--- config.mk ---
export PLATFORM = sky130hd
export DESIGN_NAME = ahb_timer
export DESIGN_NICKNAME = d
export VERILOG_FILES = /design/src/rtl/ahb_timer.sv
export SDC_FILE = /design/constraint.sdc
export NUM_CORES = 1
export LEC_CHECK = 0
export CAP_MARGIN = 20
export CORE_MARGIN = 2
export CORE_UTILIZATION = 50
export DETAILED_ROUTE_END_ITERATION = 12
export PLACE_DENSITY_LB_ADDON = 0.05
export SLEW_MARGIN = 20
export SYNTH_ARGS = -nofsm -noshare
export SYNTH_HDL_FRONTEND = slang
export SYNTH_SLANG_ARGS = --single-unit
export TNS_END_PERCENT = 50
--- constraint.sdc ---
create_clock -name HCLK -period 3.6 [get_ports HCLK]
set_input_delay 0.54 -clock HCLK [delete_from_list [all_inputs] [get_ports HCLK]]
set_output_delay 0.54 -clock HCLK [all_outputs]
set_load 0.02 [all_outputs]
--- src/rtl/ahb_timer.sv ---
// rtl/ahb_timer.sv - AHB-Lite slave: 32-bit prescaled down-counter with one-shot/periodic modes and level IRQ
module ahb_timer #(
    parameter int PRESCALE_WIDTH = 8
) (
    input  logic        HCLK,
    input  logic        HRESETn,
    input  logic        HSEL,
    input  logic        HREADY,
    input  logic [31:0] HADDR,
    input  logic [1:0]  HTRANS,
    input  logic        HWRITE,
    input  logic [2:0]  HSIZE,
    input  logic [31:0] HWDATA,
    output logic [31:0] HRDATA,
    output logic        HREADYOUT,
    output logic        timer_IRQ
);

    localparam logic [1:0] ADDR_LOAD   = 2'd0;
    localparam logic [1:0] ADDR_VALUE  = 2'd1;
    localparam logic [1:0] ADDR_CTRL   = 2'd2;
    localparam logic [1:0] ADDR_STATUS = 2'd3;

    logic                      accept;
    logic [1:0]                addr_q;
    logic                      write_q;
    logic                      valid_q;

    logic                      wr_load;
    logic                      wr_ctrl;
    logic                      wr_status;
    logic                      en_rise;

    logic [31:0]               load_q;
    logic [31:0]               value_q;
    logic                      en;
    logic                      periodic;
    logic                      ie;
    logic [PRESCALE_WIDTH-1:0] prescale;
    logic [PRESCALE_WIDTH-1:0] pre_cnt;
    logic                      expired;

    logic                      tick;
    logic                      expire;
    logic [31:0]               ctrl_rd;

    // Size, low address bits and HTRANS[0] carry no meaning for this slave.
    logic unused_bus_bits;
    assign unused_bus_bits = &{1'b0, HADDR[31:4], HADDR[1:0], HTRANS[0], HSIZE};

    assign accept = HSEL & HREADY & HTRANS[1];

    always_ff @(posedge HCLK or negedge HRESETn) begin
        if (!HRESETn) begin
            valid_q <= 1'b0;
            addr_q  <= 2'd0;
            write_q <= 1'b0;
        end else if (HREADY) begin
            valid_q <= accept;
            if (accept) begin
                addr_q  <= HADDR[3:2];
                write_q <= HWRITE;
            end
        end
    end

    assign wr_load   = valid_q & write_q & (addr_q == ADDR_LOAD);
    assign wr_ctrl   = valid_q & write_q & (addr_q == ADDR_CTRL);
    assign wr_status = valid_q & write_q & (addr_q == ADDR_STATUS);
    assign en_rise   = wr_ctrl & HWDATA[0] & ~en;

    // >= keeps the prescaler from running off to its full range if PRESCALE is lowered mid-count.
    assign tick   = en & (pre_cnt >= prescale);
    assign expire = tick & (value_q == 32'd0);

    always_ff @(posedge HCLK or negedge HRESETn) begin
        if (!HRESETn) begin
            load_q <= 32'd0;
        end else if (wr_load) begin
            load_q <= HWDATA;
        end
    end

    // A CTRL write owns EN even when a one-shot expiry lands on the same edge.
    always_ff @(posedge HCLK or negedge HRESETn) begin
        if (!HRESETn) begin
            en       <= 1'b0;
            periodic <= 1'b0;
            ie       <= 1'b0;
            prescale <= '0;
        end else if (wr_ctrl) begin
            en       <= HWDATA[0];
            periodic <= HWDATA[1];
            ie       <= HWDATA[2];
            prescale <= HWDATA[8 +: PRESCALE_WIDTH];
        end else if (expire && !periodic) begin
            en <= 1'b0;
        end
    end

    always_ff @(posedge HCLK or negedge HRESETn) begin
        if (!HRESETn) begin
            pre_cnt <= '0;
        end else if (wr_load || en_rise) begin
            pre_cnt <= '0;
        end else if (en) begin
            pre_cnt <= tick ? '0 : pre_cnt + 1'b1;
        end
    end

    always_ff @(posedge HCLK or negedge HRESETn) begin
        if (!HRESETn) begin
            value_q <= 32'd0;
        end else if (wr_load) begin
            value_q <= HWDATA;
        end else if (tick) begin
            if (value_q != 32'd0) begin
                value_q <= value_q - 32'd1;
            end else if (periodic) begin
                value_q <= load_q;
            end
        end
    end

    // Expiry beats a same-cycle write-1-to-clear so no event is ever lost.
    always_ff @(posedge HCLK or negedge HRESETn) begin
        if (!HRESETn) begin
            expired <= 1'b0;
        end else if (expire) begin
            expired <= 1'b1;
        end else if (wr_status && HWDATA[0]) begin
            expired <= 1'b0;
        end
    end

    always_comb begin
        ctrl_rd                        = 32'd0;
        ctrl_rd[0]                     = en;
        ctrl_rd[1]                     = periodic;
        ctrl_rd[2]                     = ie;
        ctrl_rd[8 +: PRESCALE_WIDTH]   = prescale;
    end

    always_comb begin
        HRDATA = 32'd0;
        if (valid_q) begin
            case (addr_q)
                ADDR_LOAD:   HRDATA = load_q;
                ADDR_VALUE:  HRDATA = value_q;
                ADDR_CTRL:   HRDATA = ctrl_rd;
                ADDR_STATUS: HRDATA = {31'd0, expired};
                default:     HRDATA = 32'd0;
            endcase
        end
    end

    assign HREADYOUT = 1'b1;
    assign timer_IRQ = expired & ie;

endmodule

# Word-level counts from Yosys, hierarchy flattened
# Cells that the tools add are included.
dict set report totals {
  register_bits 88
  in_bits 74
  out_inout_bits 34
  elab_cells 56
}
dict set report op_classes {
  addsub 2
  n_lt_le_gt_ge 1
  eq_ne 3
  muxes 13
  bitwise_logic 12
  n_reduce_logical 14
}
# operator n
set op_table {}
lappend op_table {{$mux 32} 5}
lappend op_table {{$pmux 32 s4} 1}
lappend op_table {{$logic_not 32->1} 1}
lappend op_table {{$reduce_bool 32->1} 1}
lappend op_table {{$sub 32x1->32 const B} 1}
lappend op_table {{$mux 8} 3}
lappend op_table {{$and 1x1->1} 11}
lappend op_table {{$add 8x1->8 const B} 1}
lappend op_table {{$ge 8x8->1} 1}
lappend op_table {{$reduce_bool 2->1} 4}
lappend op_table {{$eq 2x2->1 const B} 2}
lappend op_table {{$mux 1} 4}
lappend op_table {{$reduce_and 2->1} 2}
lappend op_table {{$reduce_bool 3->1} 1}
lappend op_table {{$eq 2x1->1 const B} 1}
lappend op_table {{$logic_and 1x1->1} 2}
lappend op_table {{$logic_not 2->1} 1}
lappend op_table {{$logic_not 1->1} 1}
lappend op_table {{$logic_or 1x1->1} 1}
lappend op_table {{$not 1->1} 1}

# Logic depth before layout (Yosys ltp)
dict set report depth {
  ltp_word 6
  ltp_mapped 9
  depth_no_buf 8
}

# Worst setup path after synthesis
# No wires, ideal clock.
dict set report synth_timing {
  path_type {register to register}
  start {register value_q[18]}
  end {register value_q[0]}
  setup_time_ns 0.121
  arrival_ns 2.214
  t_required_ns 3.479
  path_slack_ns 1.265
  path_stages_with_launch 8
  path_buffers 2
  period_less_slack_ns 2.335
  cell_sequence {dfrtp_1 > or4_1 > buf_2 > nor3b_4 > nand4_2 > a21o_1 > clkbuf_1 > a22o_1}
}
dict set report synth_between {
  elab_chain_len 4
  word_cells_on_any_way 6
  classes_between {mux: 3; reduce/logical: 3}
}
# element line_no
set synth_rtl {}
lappend synth_rtl {{start: declaration} 35} ;# logic [31:0] value_q;
lappend synth_rtl {{start signal: assignment} 118} ;# value_q <= value_q - 32'd1;
lappend synth_rtl {{start signal: assignment} 120} ;# value_q <= load_q;
lappend synth_rtl {{$reduce_bool 32->1 (*)} 117} ;# if (value_q != 32'd0) begin
lappend synth_rtl {{$mux 32} 117}
lappend synth_rtl {{$mux 32} 116} ;# end else if (tick) begin
lappend synth_rtl {{$mux 32} 114} ;# end else if (wr_load) begin
# Mark *: on every way between the ends. The rest lies on a longest branch, timed or not. The select of a mux whose other input is x is not followed.
# A chain may end at the register's enable or synchronous reset.

# Worst setup path after layout
dict set report layout_timing {
  start {register addr_q[0]}
  end {output port HRDATA[2]}
}
dict set report layout_between {
  elab_chain_len 3
  word_cells_on_any_way 6
  classes_between {eq/ne: 3; mux: 2; reduce/logical: 1}
}
# element line_no
set layout_rtl {}
lappend layout_rtl {{start: declaration} 25} ;# logic [1:0] addr_q;
lappend layout_rtl {{start signal: assignment} 61} ;# addr_q <= HADDR[3:2];
lappend layout_rtl {{$eq 2x2->1, or another cell as far along} 147} ;# case (addr_q)
lappend layout_rtl {{$pmux 32 s4 (*)} 147}
lappend layout_rtl {{$mux 32 (*)} 146} ;# if (valid_q) begin
lappend layout_rtl {{end: declaration} 14} ;# output logic [31:0] HRDATA,
# Mark *: on every way between the ends. The rest lies on a longest branch, timed or not.

==> out/results.txt <==
status = complete, no violations
IO Port Bufs = 72
Worst setup SP type = flop
Distinct cells, synth = 67
Mapped Area = 5480 um^2
VDD IR max = 0.402 mV
Synth top area share = 40.2%
Reg power frac = 43.5%
Int Power = 2.72 mW
Sw Share = 39.2%
Post-Layout Inst Area = 6590 um^2
clk slew on worst S/H paths = 0.09 ns
first-pass GRT wire length = 25200 um
top sig layer = met4
CTS buffer count = 9
Area contributors post-synth = dfrtp_1 40%, nand2_1 8.1%, mux2i_1 6.0%
Starting Density = 51.0%
# IOs = 108
clk_skew = 0.00945 ns
Max Fanout on Critical Path = 20
Final nets = 796
wire per inst = 17.5 um
worst path required time = 3.06 ns
Max Transition Viols Final = 0
met2 wire length = 6870 um
first-pass iteration count of the detailed router = 4
r2r startpoint = value_q[8]
Core Area = 10700 um^2
Worst Path Arrival = 2.57 ns
HP Class = primary input to asynchronous set/reset pin
met1 WL = 6990 um
unrepaired setup endpoints after global routing = no
Post-route DRC = 0
# hold bufs at CTS = 0
CTS Root Buffer Type = clkbuf_8
Post-Syn Instances = 655
Synth Net Count = 740
Post-CTS Resized = 0
die extent in y = 109 um
H-tree depth = 3
Post CTS Setup Buffer Count = 0
PD cells = 678 nW/um^2
cell area after placement = 6320 um^2
CTS sink cnt = 88
CP Launch Point = addr_q[0]
fmax = 321 MHz
DIE WIDTH = 109 um
GRT Overall Usage = 27.2%
Via-to-Cell Ratio = 5.97
clk_lat worst skew = 0.38 ns
Post-synth ARST share = 100%
largest net degree at the start of global routing = 60
relative slew slack = 42.0%
Worst Setup End Kind = primary output
post-route ant nets = 0
Ys Warns = 0
Worst path slowest cell = dfrtp_2
floorplan row count = 38
combinational group share of total power = 35.9%
crit path time final = 3.11 ns
global route overflow = 0
Seq/Total Area, Yosys = 40.2%
sw power = 1.75 mW
Worst path most repeated cell = nor2_1
Hold Violations, Final = 0
vias in the first global route = 5001
TritonCTS clock tree = yes
iteration-0 DRC count of the detailed router = 386
area grow syn2layout = 20.4%
via count = 5110
CP cell instances = buf_4 -> mux2i_1 -> nor2_1 -> a21oi_1 -> nor2_1 -> clkdlybuf4s50_1
met3 WL = 892 um
Synth Register Bits = 88
GPL Wtd Cong = 0.902
measured slew at the worst slew-check pin = 0.871 ns
die area = 11800 um^2
Setup Total Neg Slack = 0 ns
initial antenna violation count = 0
Clock Power Share = 20.6%
Clock Tree Buf Depth = 2
Tcrit/Tclk final = 86.5%
prevailing post-synth register cell = dfrtp_1
reg2reg path depth = 7
n_diodes = 0
largest area contributor in the netlist = dfrtp_1
critical path type = flop to primary output
Finish-stage setup viols = 0
max-cap viol count = 0
peak per-stage delay on the critical path = 0.75 ns
fraction of layout cells with a size suffix above 1 = 8.38%
HPWL Detailed = 10700 um
Leak Pwr = 2.92 nW
EDFF count, synth = 0
Avg Inst Size Synth = 8.36 um^2
total wire length = 15000 um
[through the flow]
step	worst slack (ns)	utilization [%]	cells	power, mW	hold slack, ns
after floorplan	1.26	-	655	2.99	0.244
after global placement	0.766	58.8	840	3.48	0.477
after detailed placement	0.728	58.8	840	3.56	0.485
after CTS	0.462	61.4	856	4.49	0.252
after global routing	0.314	61.4	856	4.81	0.282
final	0.487	61.4	856	4.47	0.218
[cells in the mapped netlist, types with 3 or more instances]
master / count
xor2_1: 3
nor3_1: 17
mux2i_1: 33
o311ai_1: 4
nor2_1: 71
clkbuf_1: 31
nor4_1: 12
nand2_1: 118
or3_1: 6
nand2b_1: 6
buf_2: 5
nand4_1: 8
and3_1: 8
buf_1: 6
a31oi_1: 18
mux2_2: 13
o31ai_1: 4
ha_1: 11
a21o_1: 3
nand3_1: 29
o221ai_1: 6
dfrtp_1: 88
o21ai_1: 9
xnor2_1: 6
o21ai_0: 28
a211oi_1: 5
a21oi_1: 22
and2_1: 4
or4_1: 6
inv_1: 20
o211ai_1: 8
a22o_1: 5
nor2b_1: 3
[worst max-delay path: cells and delay by family (launching register included)]
family	cells	cell delay, ns
AOI/OAI and AO/OA	1	0.11
DFF	1	0.75
muxes	1	0.23
buffers and inverters	2	0.99
and+or+nand+nor	2	0.11
[power groups by stage]
stage / clock network, mW / logic [mW] / registers, mW
after global placement: 0 / 1.56 / 1.92
after CTS: 0.938 / 1.62 / 1.93
after detailed placement: 0 / 1.61 / 1.95
final: 0.923 / 1.61 / 1.94
after floorplan: 0 / 1.27 / 1.72
after global routing: 0.977 / 1.82 / 2.02
[cell families (layout without fill, tap and decap cells)]
family | after synthesis | in the layout | synth area share [%]
DFF | 88 | 88 | 40.2
buffers and inverters | 64 | 125 | 4.71
other | 1 | 1 | 0.0685
xor gates and xnor gates | 9 | 9 | 1.44
adders and majority gates | 11 | 11 | 2.51
muxes | 47 | 47 | 9.11
AOI/OAI and AO/OA | 131 | 131 | 15.6
and+or+nand+nor | 304 | 304 | 26.3
[final timing paths]
check                         endpoint  slack (ns)
min                          addr_q[0]        0.22
max                          HRDATA[2]        0.49
max in group asynchronous   load_q[15]        2.65
min reg2reg                  load_q[4]        0.51
max reg2reg                value_q[20]        0.66
min in group HCLK            load_q[4]        0.51
[state kept, by name, summed over array words and instances, names as in the netlist]
signal    flops
valid_q       1
periodic      1
expired       1
write_q       1
ie            1
value_q      32
pre_cnt       8
en            1
load_q       32
addr_q        2
prescale      8
[layer usage]
metal  up-vias  GRT usage, %
li1       2444             -
met1      2491          38.2
met2       156          42.3
met3        19          6.63
met4         0          7.05
met5         -             0
[final cells by class]
| type | count | area [um^2] |
|---|---|---|
| Inverter | 20 | 75.1 |
| Clock inverter | 5 | 128 |
| Timing Repair Buffer | 89 | 846 |
| Multi-Input combinational cell | 503 | 3020 |
| Tap cell | 140 | 175 |
| Sequential cell | 88 | 2200 |
| Fill cell | 977 | 4150 |
| Clock buffer | 11 | 141 |
[layout by cell type (no fill, tap or decap), types with 6 or more instances in the layout]
cell type / synthesis / routed
o211ai_1: 8 / 8
dfrtp_1: 88 / 87
xnor2_1: 6 / 6
nand4_1: 8 / 8
or4_1: 6 / 6
mux2_2: 13 / 13
a31oi_1: 18 / 18
buf_4: 1 / 18
mux2i_1: 33 / 33
o221ai_1: 6 / 6
a21oi_1: 22 / 22
o21ai_0: 28 / 28
ha_1: 11 / 11
inv_1: 20 / 20
clkbuf_8: 0 / 10
nor3_1: 17 / 17
o21ai_1: 9 / 9
nand2b_1: 6 / 6
nor4_1: 12 / 12
nand2_1: 118 / 118
clkdlybuf4s50_1: 0 / 71
or3_1: 6 / 6
nor2_1: 71 / 71
and3_1: 8 / 7
nand3_1: 29 / 28
(Power assumes the default switching activity.)
